$ cat src/rtl/conv_scale_loader_if.sv
// Stream and control bundle between the parameter buffer / multiplier side
// and the conv scale loader. The loader itself sits on the slave modport.
interface conv_scale_loader_if #(
   parameter int CHANNEL_OUT_NUM = 8,
   parameter int WIDTH_DATA_ADD  = 32,
   parameter int GROUP_NUM_WIDTH = 8
);
   logic                                      Start;
   logic [GROUP_NUM_WIDTH-1:0]                Group_Num;
   logic                                      S_Valid;
   logic [WIDTH_DATA_ADD-1:0]                 S_Data;
   logic                                      S_Ready;
   logic [WIDTH_DATA_ADD*CHANNEL_OUT_NUM-1:0] Scale_Data;
   logic                                      Scale_Valid;
   logic                                      Scale_Next;
   logic                                      Load_Done;

   // Environment side: issues loads, streams words, consumes vectors.
   modport master (
      output Start, Group_Num, S_Valid, S_Data, Scale_Next,
      input  S_Ready, Scale_Data, Scale_Valid, Load_Done
   );

   // Loader side.
   modport slave (
      input  Start, Group_Num, S_Valid, S_Data, Scale_Next,
      output S_Ready, Scale_Data, Scale_Valid, Load_Done
   );
endinterface

$ cat src/rtl/conv_scale_loader.sv
// Conv scale loader: packs CHANNEL_OUT_NUM streamed scale words into a shadow
// vector, then moves it into the active vector seen by the multiplier once the
// active slot is free or being released. Loads Group_Num groups per Start.
module conv_scale_loader #(
   parameter int CHANNEL_OUT_NUM = 8,
   parameter int WIDTH_DATA_ADD  = 32,
   parameter int GROUP_NUM_WIDTH = 8
) (
   input  logic               clk,
   input  logic               rst,
   conv_scale_loader_if.slave bus
);
   localparam int VEC_W = CHANNEL_OUT_NUM * WIDTH_DATA_ADD;
   localparam int CNT_W = (CHANNEL_OUT_NUM > 1) ? $clog2(CHANNEL_OUT_NUM) : 1;
   localparam logic [CNT_W-1:0] LAST_WORD = CNT_W'(CHANNEL_OUT_NUM - 1);

   typedef enum logic {IDLE, LOAD} state_e;

   state_e                     state_q,         state_d;
   logic [CNT_W-1:0]           word_cnt_q,      word_cnt_d;
   logic [GROUP_NUM_WIDTH-1:0] group_num_q,     group_num_d;
   logic [GROUP_NUM_WIDTH-1:0] groups_filled_q, groups_filled_d;
   logic [GROUP_NUM_WIDTH-1:0] groups_moved_q,  groups_moved_d;
   logic [VEC_W-1:0]           shadow_q,        shadow_d;
   logic                       shadow_full_q,   shadow_full_d;
   logic [VEC_W-1:0]           active_q,        active_d;
   logic                       scale_valid_q,   scale_valid_d;
   logic                       load_done_q,     load_done_d;

   logic s_ready;
   logic accept;
   logic transfer;

   // Next-state, packing, transfer and consume decisions for one clock.
   always_comb begin
      // NOTE: every variable gets a default first so no path leaves it unassigned (no latch).
      state_d         = state_q;
      word_cnt_d      = word_cnt_q;
      group_num_d     = group_num_q;
      groups_filled_d = groups_filled_q;
      groups_moved_d  = groups_moved_q;
      shadow_d        = shadow_q;
      shadow_full_d   = shadow_full_q;
      active_d        = active_q;
      scale_valid_d   = scale_valid_q;
      load_done_d     = 1'b0;

      // Only take words while loading, with room in shadow and groups still owed.
      s_ready  = (state_q == LOAD) && !shadow_full_q && (groups_filled_q < group_num_q);
      accept   = s_ready && bus.S_Valid;
      // Active slot is free, or its current group is being released this edge.
      transfer = shadow_full_q && (!scale_valid_q || bus.Scale_Next);

      case (state_q)
         IDLE: begin
            if (bus.Start) begin
               group_num_d     = bus.Group_Num;
               word_cnt_d      = '0;
               groups_filled_d = '0;
               groups_moved_d  = '0;
               if (bus.Group_Num == '0) begin
                  load_done_d = 1'b1;
               end else begin
                  state_d = LOAD;
               end
            end
         end
         LOAD: begin
            // Start is deliberately ignored while a load is in flight.
         end
         default: state_d = IDLE;
      endcase

      if (accept) begin
         shadow_d[int'(word_cnt_q) * WIDTH_DATA_ADD +: WIDTH_DATA_ADD] = bus.S_Data;
         if (word_cnt_q == LAST_WORD) begin
            word_cnt_d      = '0;
            shadow_full_d   = 1'b1;
            groups_filled_d = groups_filled_q + GROUP_NUM_WIDTH'(1);
         end else begin
            word_cnt_d = word_cnt_q + CNT_W'(1);
         end
      end

      // A transfer wins over a plain consume so Scale_Valid stays high across a swap.
      if (transfer) begin
         active_d       = shadow_q;
         scale_valid_d  = 1'b1;
         shadow_full_d  = 1'b0;
         groups_moved_d = groups_moved_q + GROUP_NUM_WIDTH'(1);
         if ((groups_moved_q + GROUP_NUM_WIDTH'(1)) == group_num_q) begin
            state_d     = IDLE;
            load_done_d = 1'b1;
         end
      end else if (bus.Scale_Next && scale_valid_q) begin
         scale_valid_d = 1'b0;
      end
   end

   // State and datapath registers with asynchronous active-low reset.
   always_ff @(posedge clk or negedge rst) begin
      if (!rst) begin
         state_q         <= IDLE;
         word_cnt_q      <= '0;
         group_num_q     <= '0;
         groups_filled_q <= '0;
         groups_moved_q  <= '0;
         // NOTE: the vector registers are reset too, so a load abandoned by reset leaves no stale words.
         shadow_q        <= '0;
         shadow_full_q   <= 1'b0;
         active_q        <= '0;
         scale_valid_q   <= 1'b0;
         load_done_q     <= 1'b0;
      end else begin
         // NOTE: non-blocking assignments so all flops update together from pre-edge values.
         state_q         <= state_d;
         word_cnt_q      <= word_cnt_d;
         group_num_q     <= group_num_d;
         groups_filled_q <= groups_filled_d;
         groups_moved_q  <= groups_moved_d;
         shadow_q        <= shadow_d;
         shadow_full_q   <= shadow_full_d;
         active_q        <= active_d;
         scale_valid_q   <= scale_valid_d;
         load_done_q     <= load_done_d;
      end
   end

   assign bus.S_Ready     = s_ready;
   assign bus.Scale_Data  = active_q;
   assign bus.Scale_Valid = scale_valid_q;
   assign bus.Load_Done   = load_done_q;

endmodule

$ cat src/flat_wrapper.sv
// flat-port wrapper written by rule: the top's interface ports become plain ports
module conv_scale_loader_flat 
#(
   parameter int CHANNEL_OUT_NUM = 8,
   parameter int WIDTH_DATA_ADD  = 32,
   parameter int GROUP_NUM_WIDTH = 8
)
  (clk, rst, bus_Start, bus_Group_Num, bus_S_Valid, bus_S_Data, bus_Scale_Next, bus_S_Ready, bus_Scale_Data, bus_Scale_Valid, bus_Load_Done);
  conv_scale_loader_if #(.CHANNEL_OUT_NUM(CHANNEL_OUT_NUM), .WIDTH_DATA_ADD(WIDTH_DATA_ADD), .GROUP_NUM_WIDTH(GROUP_NUM_WIDTH)) bus_i ();
  input  logic clk;
  input  logic rst;
  input wire logic [$bits(bus_i.Start)-1:0] bus_Start;
  input wire logic [$bits(bus_i.Group_Num)-1:0] bus_Group_Num;
  input wire logic [$bits(bus_i.S_Valid)-1:0] bus_S_Valid;
  input wire logic [$bits(bus_i.S_Data)-1:0] bus_S_Data;
  input wire logic [$bits(bus_i.Scale_Next)-1:0] bus_Scale_Next;
  output wire logic [$bits(bus_i.S_Ready)-1:0] bus_S_Ready;
  output wire logic [$bits(bus_i.Scale_Data)-1:0] bus_Scale_Data;
  output wire logic [$bits(bus_i.Scale_Valid)-1:0] bus_Scale_Valid;
  output wire logic [$bits(bus_i.Load_Done)-1:0] bus_Load_Done;
  assign bus_i.Start = bus_Start;
  assign bus_i.Group_Num = bus_Group_Num;
  assign bus_i.S_Valid = bus_S_Valid;
  assign bus_i.S_Data = bus_S_Data;
  assign bus_i.Scale_Next = bus_Scale_Next;
  assign bus_S_Ready = bus_i.S_Ready;
  assign bus_Scale_Data = bus_i.Scale_Data;
  assign bus_Scale_Valid = bus_i.Scale_Valid;
  assign bus_Load_Done = bus_i.Load_Done;
  conv_scale_loader #(.CHANNEL_OUT_NUM(CHANNEL_OUT_NUM), .WIDTH_DATA_ADD(WIDTH_DATA_ADD), .GROUP_NUM_WIDTH(GROUP_NUM_WIDTH)) u_core (.clk(clk), .rst(rst), .bus(bus_i));
endmodule
$ cat config.mk
export PLATFORM = sky130hd
export DESIGN_NAME = conv_scale_loader_flat
export DESIGN_NICKNAME = d
export VERILOG_FILES = /design/src/rtl/conv_scale_loader_if.sv /design/src/rtl/conv_scale_loader.sv /design/src/flat_wrapper.sv
export SDC_FILE = /design/constraint.sdc
export NUM_CORES = 1
export LEC_CHECK = 0
export ABC_CLOCK_PERIOD_IN_PS = 5410
export BUFFER_PORTS_ARGS = -buffer_cell sky130_fd_sc_hd__buf_2
export CAP_MARGIN = 10
export CORE_MARGIN = 1.5
export CORE_UTILIZATION = 50
export CTS_BUF_LIST = sky130_fd_sc_hd__clkbuf_4 sky130_fd_sc_hd__clkbuf_8
export CTS_CLUSTER_DIAMETER = 80
export DETAILED_ROUTE_END_ITERATION = 8
export PLACE_DENSITY = 0.76
export SLEW_MARGIN = 10
export SYNTH_ARGS = -nofsm -noshare
export SYNTH_HDL_FRONTEND = slang
export SYNTH_SLANG_ARGS = --single-unit
$ cat constraint.sdc
create_clock -name clk -period 5.41 [get_ports clk]
set_input_delay 0.541 -clock clk [delete_from_list [all_inputs] [get_ports clk]]
set_output_delay 0.541 -clock clk [all_outputs]
set_load 0.005 [all_outputs]
==> flow_summary.toml <==
[run_status]
status = "completed"

[timing]
fin_crit_ps = 3400
fin_crit_sh_pct = 62.9
setup_tns_ps = 0
whs_ps = 91.7
report.final.slew_viol_count = 0
fin_worst_skew_ps = 39.6
tightest_slew_ps = 1270
fmax_ghz = 0.294
final-setup-viol-count = 0
maxSlewHeadroom_pct = 15.1
hold_viol = 0
rsz0062_at_grt = "no"

[hold_path]
hp-start = "bus_Group_Num[0]"
hold_depth = 3
min_to = "u_core.group_num_q[0]"
hold_class = "input pin to flop"

[worst_setup_path]
r2r_start = "u_core.word_cnt_q[0]"
critical_path.max_stage_delay_ps = 1140
setup.worst_path.start_class = "flop"
r2r_end = "u_core.shadow_q[224]"
rrSetupSlack_ps = 2010
crit_family = "simple AND/OR/NAND/NOR gates"
cp.arrival_ps = 3910
reg2regPathDepth = 6
crit_fanout = 32
cp_cell_sequence = "inv_1, ha_1, ha_1, nor2b_1, and3_2, mux2_2"
crit_required_ps = 5920
crit_path_top_delay_cell = "and3_2"
cpMostUsedCell = "ha_1"
path_class = "flop to flop"
critPathBufInv = 1
critPathCaptureType = "flop"

[synthesis]
async_flop_share_pct = 100
synth_largest_area_cell = "dfrtp_1"
syn_inst = 2035
ys_warn_count = 0
synth_top_area_share_pct = 63.0
synthTopCellsByArea = "dfrtp_1, nand2_1, mux2_1, mux2_4, o21ai_0"
synthTopCellsByCount = "nand2_1, dfrtp_1, o21ai_0"
synthFlopType = "dfrtp_1"
ys_types = 58
synth_area_um2 = 21600
synth_edf_count = 0
synth_seq_cells = 543
synth_nets = 2093
synth_most_common_cell = "nand2_1"
ys_seq_area_share_pct = 63.0
syn_avg_cell_area_um2 = 10.6

[grt]
antenna_found_initial = 1
grt_max_degree = 227
grt_pass1_wl_um = 84800
grt_pass1_vias = 15500
grt_overflow_total = 0
grt.total_usage_pct = 24.4

[power_and_ir_drop]
combPwrFrac_pct = 29.5
switchingPower_w = 0.00509
ir_drop_mv = 0.341
swShare_pct = 34.5
p_per_area_nw_per_um2 = 585
p_clk_share_pct = 24.6
p_total_w = 0.0148
internal_power_w = 0.00967
seqPwrFrac_pct = 45.9
cellLeakagePower_nw = 13.4

[die]
die_y_um = 211
dieArea_um2 = 44400
pin_count = 304
die-width_um = 211
rows = 75
initial_core_util_pct = 51.1
coreArea_um2 = 42200

[drt]
via_per_inst = 5.23
drt_iter0_drc = 1292
wl_um = 53300
drtPass1Iterations = 5
final_antenna_net_count = 0
drc = 0
routedWlPerCell_um = 18.2
vias = 15300

[cts]
clk_path_buf_depth = 3
clock_latency_ps = 650
cts.htree.levels = 3
post_cts_buffers = 0
cts.clk_slew.worst_paths_ps = 60
root_buffer = "clkbuf_8"
cts_inserted_buffers = 87
cts_resized = 0
clock-sinks = 543
cts_tree = "built"

[layout]
register_area_um2 = 13600
drive_above_1_share_pct = 23.7
fin_area_um2 = 25300
nFillCells = 3432
area_growth_pct = 17.1
multi_input_area_um2 = 7300
nNetsFinal = 2389

[placement]
port_buffers = 303
place_congestion = 0.842
post_dp_cell_area_um2 = 23400
dpl.hpwl_um = 32600

[run]
cap_viol_max_count = 0
[sequential cells by signal, indices dropped and copies added, names as in the netlist]
signal and count:
u_core.bus.Scale_Data 256, u_core.shadow_q 256, u_core.group_num_q 8, u_core.groups_filled_q 8, u_core.groups_moved_q 8, u_core.word_cnt_q 3, u_core.bus.Load_Done 1, u_core.bus.Scale_Valid 1
u_core.shadow_full_q 1, u_core.state_q 1
[routing by layer]
layer | vias up | share of wire (%) | GRT usage (%)
met5 | - | 0 | 0
met3 | 96 | 6.3 | 5.22
li1 | 7141 | - | -
met1 | 7631 | 44 | 33.0
met4 | 0 | 2.4 | 8.72
met2 | 477 | 47 | 39.1
[worst max path at each step]
stage          cells past startpoint              endpoint                 startpoint
2_1_floorplan                      8  u_core.shadow_q[225]  u_core.groups_filled_q[2]
3_3_place_gp                       6  u_core.shadow_q[224]       u_core.word_cnt_q[0]
3_5_place_dp                       6  u_core.shadow_q[224]       u_core.word_cnt_q[0]
4_1_cts                            6  u_core.shadow_q[224]       u_core.word_cnt_q[0]
5_1_grt                            6   u_core.shadow_q[86]       u_core.word_cnt_q[0]
6_report                           6  u_core.shadow_q[224]       u_core.word_cnt_q[0]
[power by group through the flow]
| stage | sequential, W | combinational, W | clock (W) |
|---|---|---|---|
| 4_1_cts | 0.00675 | 0.00442 | 0.00370 |
| 3_3_place_gp | 0.00673 | 0.00423 | 0 |
| 3_5_place_dp | 0.00679 | 0.00440 | 0 |
| 2_1_floorplan | 0.00662 | 0.00259 | 0 |
| 5_1_grt | 0.00696 | 0.00490 | 0.00387 |
| 6_report | 0.00678 | 0.00436 | 0.00362 |
[worst min-delay path: cells and delay by family]
family	cells	cell delay [ps]
simple gates	2	80
buf+inv	1	90
[kinds of logic after synthesis]
logic type / count (synthesis) / share of synthesized area (%)
muxes: 167 / 9.75
AOI/OAI and AO/OA: 185 / 5.10
DFF: 543 / 63.0
xor gates and xnor gates: 8 / 0.325
adders and majority gates: 13 / 0.754
buffers and inverters: 157 / 3.41
and+or+nand+nor: 962 / 17.6
[repair_timing]
| item | in CTS | in global routing |
|---|---|---|
| endpoints found under the setup margin | 0 | 0 |
| hold buffers | 1 | 0 |
| hold endpoints to repair | 55 | 0 |
[stage by stage]
stage                     cells  setup slack (ps)  util, %
after floorplan            2035              3090        -
after global placement     2780              2180     55.5
after detailed placement   2780              2030     55.5
after CTS                  2931              2020     59.8
after global routing       2931              1780     59.8
final                      2933              2010     59.8
[layout by cell type, fill, tap and decap left out, drive strengths merged, types with 6 or more instances in the layout]
| cell | instances |
|---|---|
| nor2b | 7 |
| nand4 | 6 |
| clkbuf | 133 |
| o31ai | 6 |
| buf | 318 |
| nand3 | 44 |
| xnor2 | 6 |
| dfrtp | 543 |
| nor2 | 17 |
| a21oi | 6 |
| o21ai | 150 |
| clkinv | 9 |
| inv | 46 |
| ha | 13 |
| nand2 | 864 |
| nor3 | 6 |
| mux2 | 164 |
[final cells by class]
type / count / share of cell area, %
multi-input combinational: 1335 / 28.9
inverter: 45 / 0.669
tap: 539 / 2.67
antenna: 2 / 0.0198
sequential: 543 / 53.8
clock inverter: 17 / 0.644
clock buffer: 133 / 6.51
timing repair buffer: 319 / 6.78
Power figures use the tool's default switching activity.
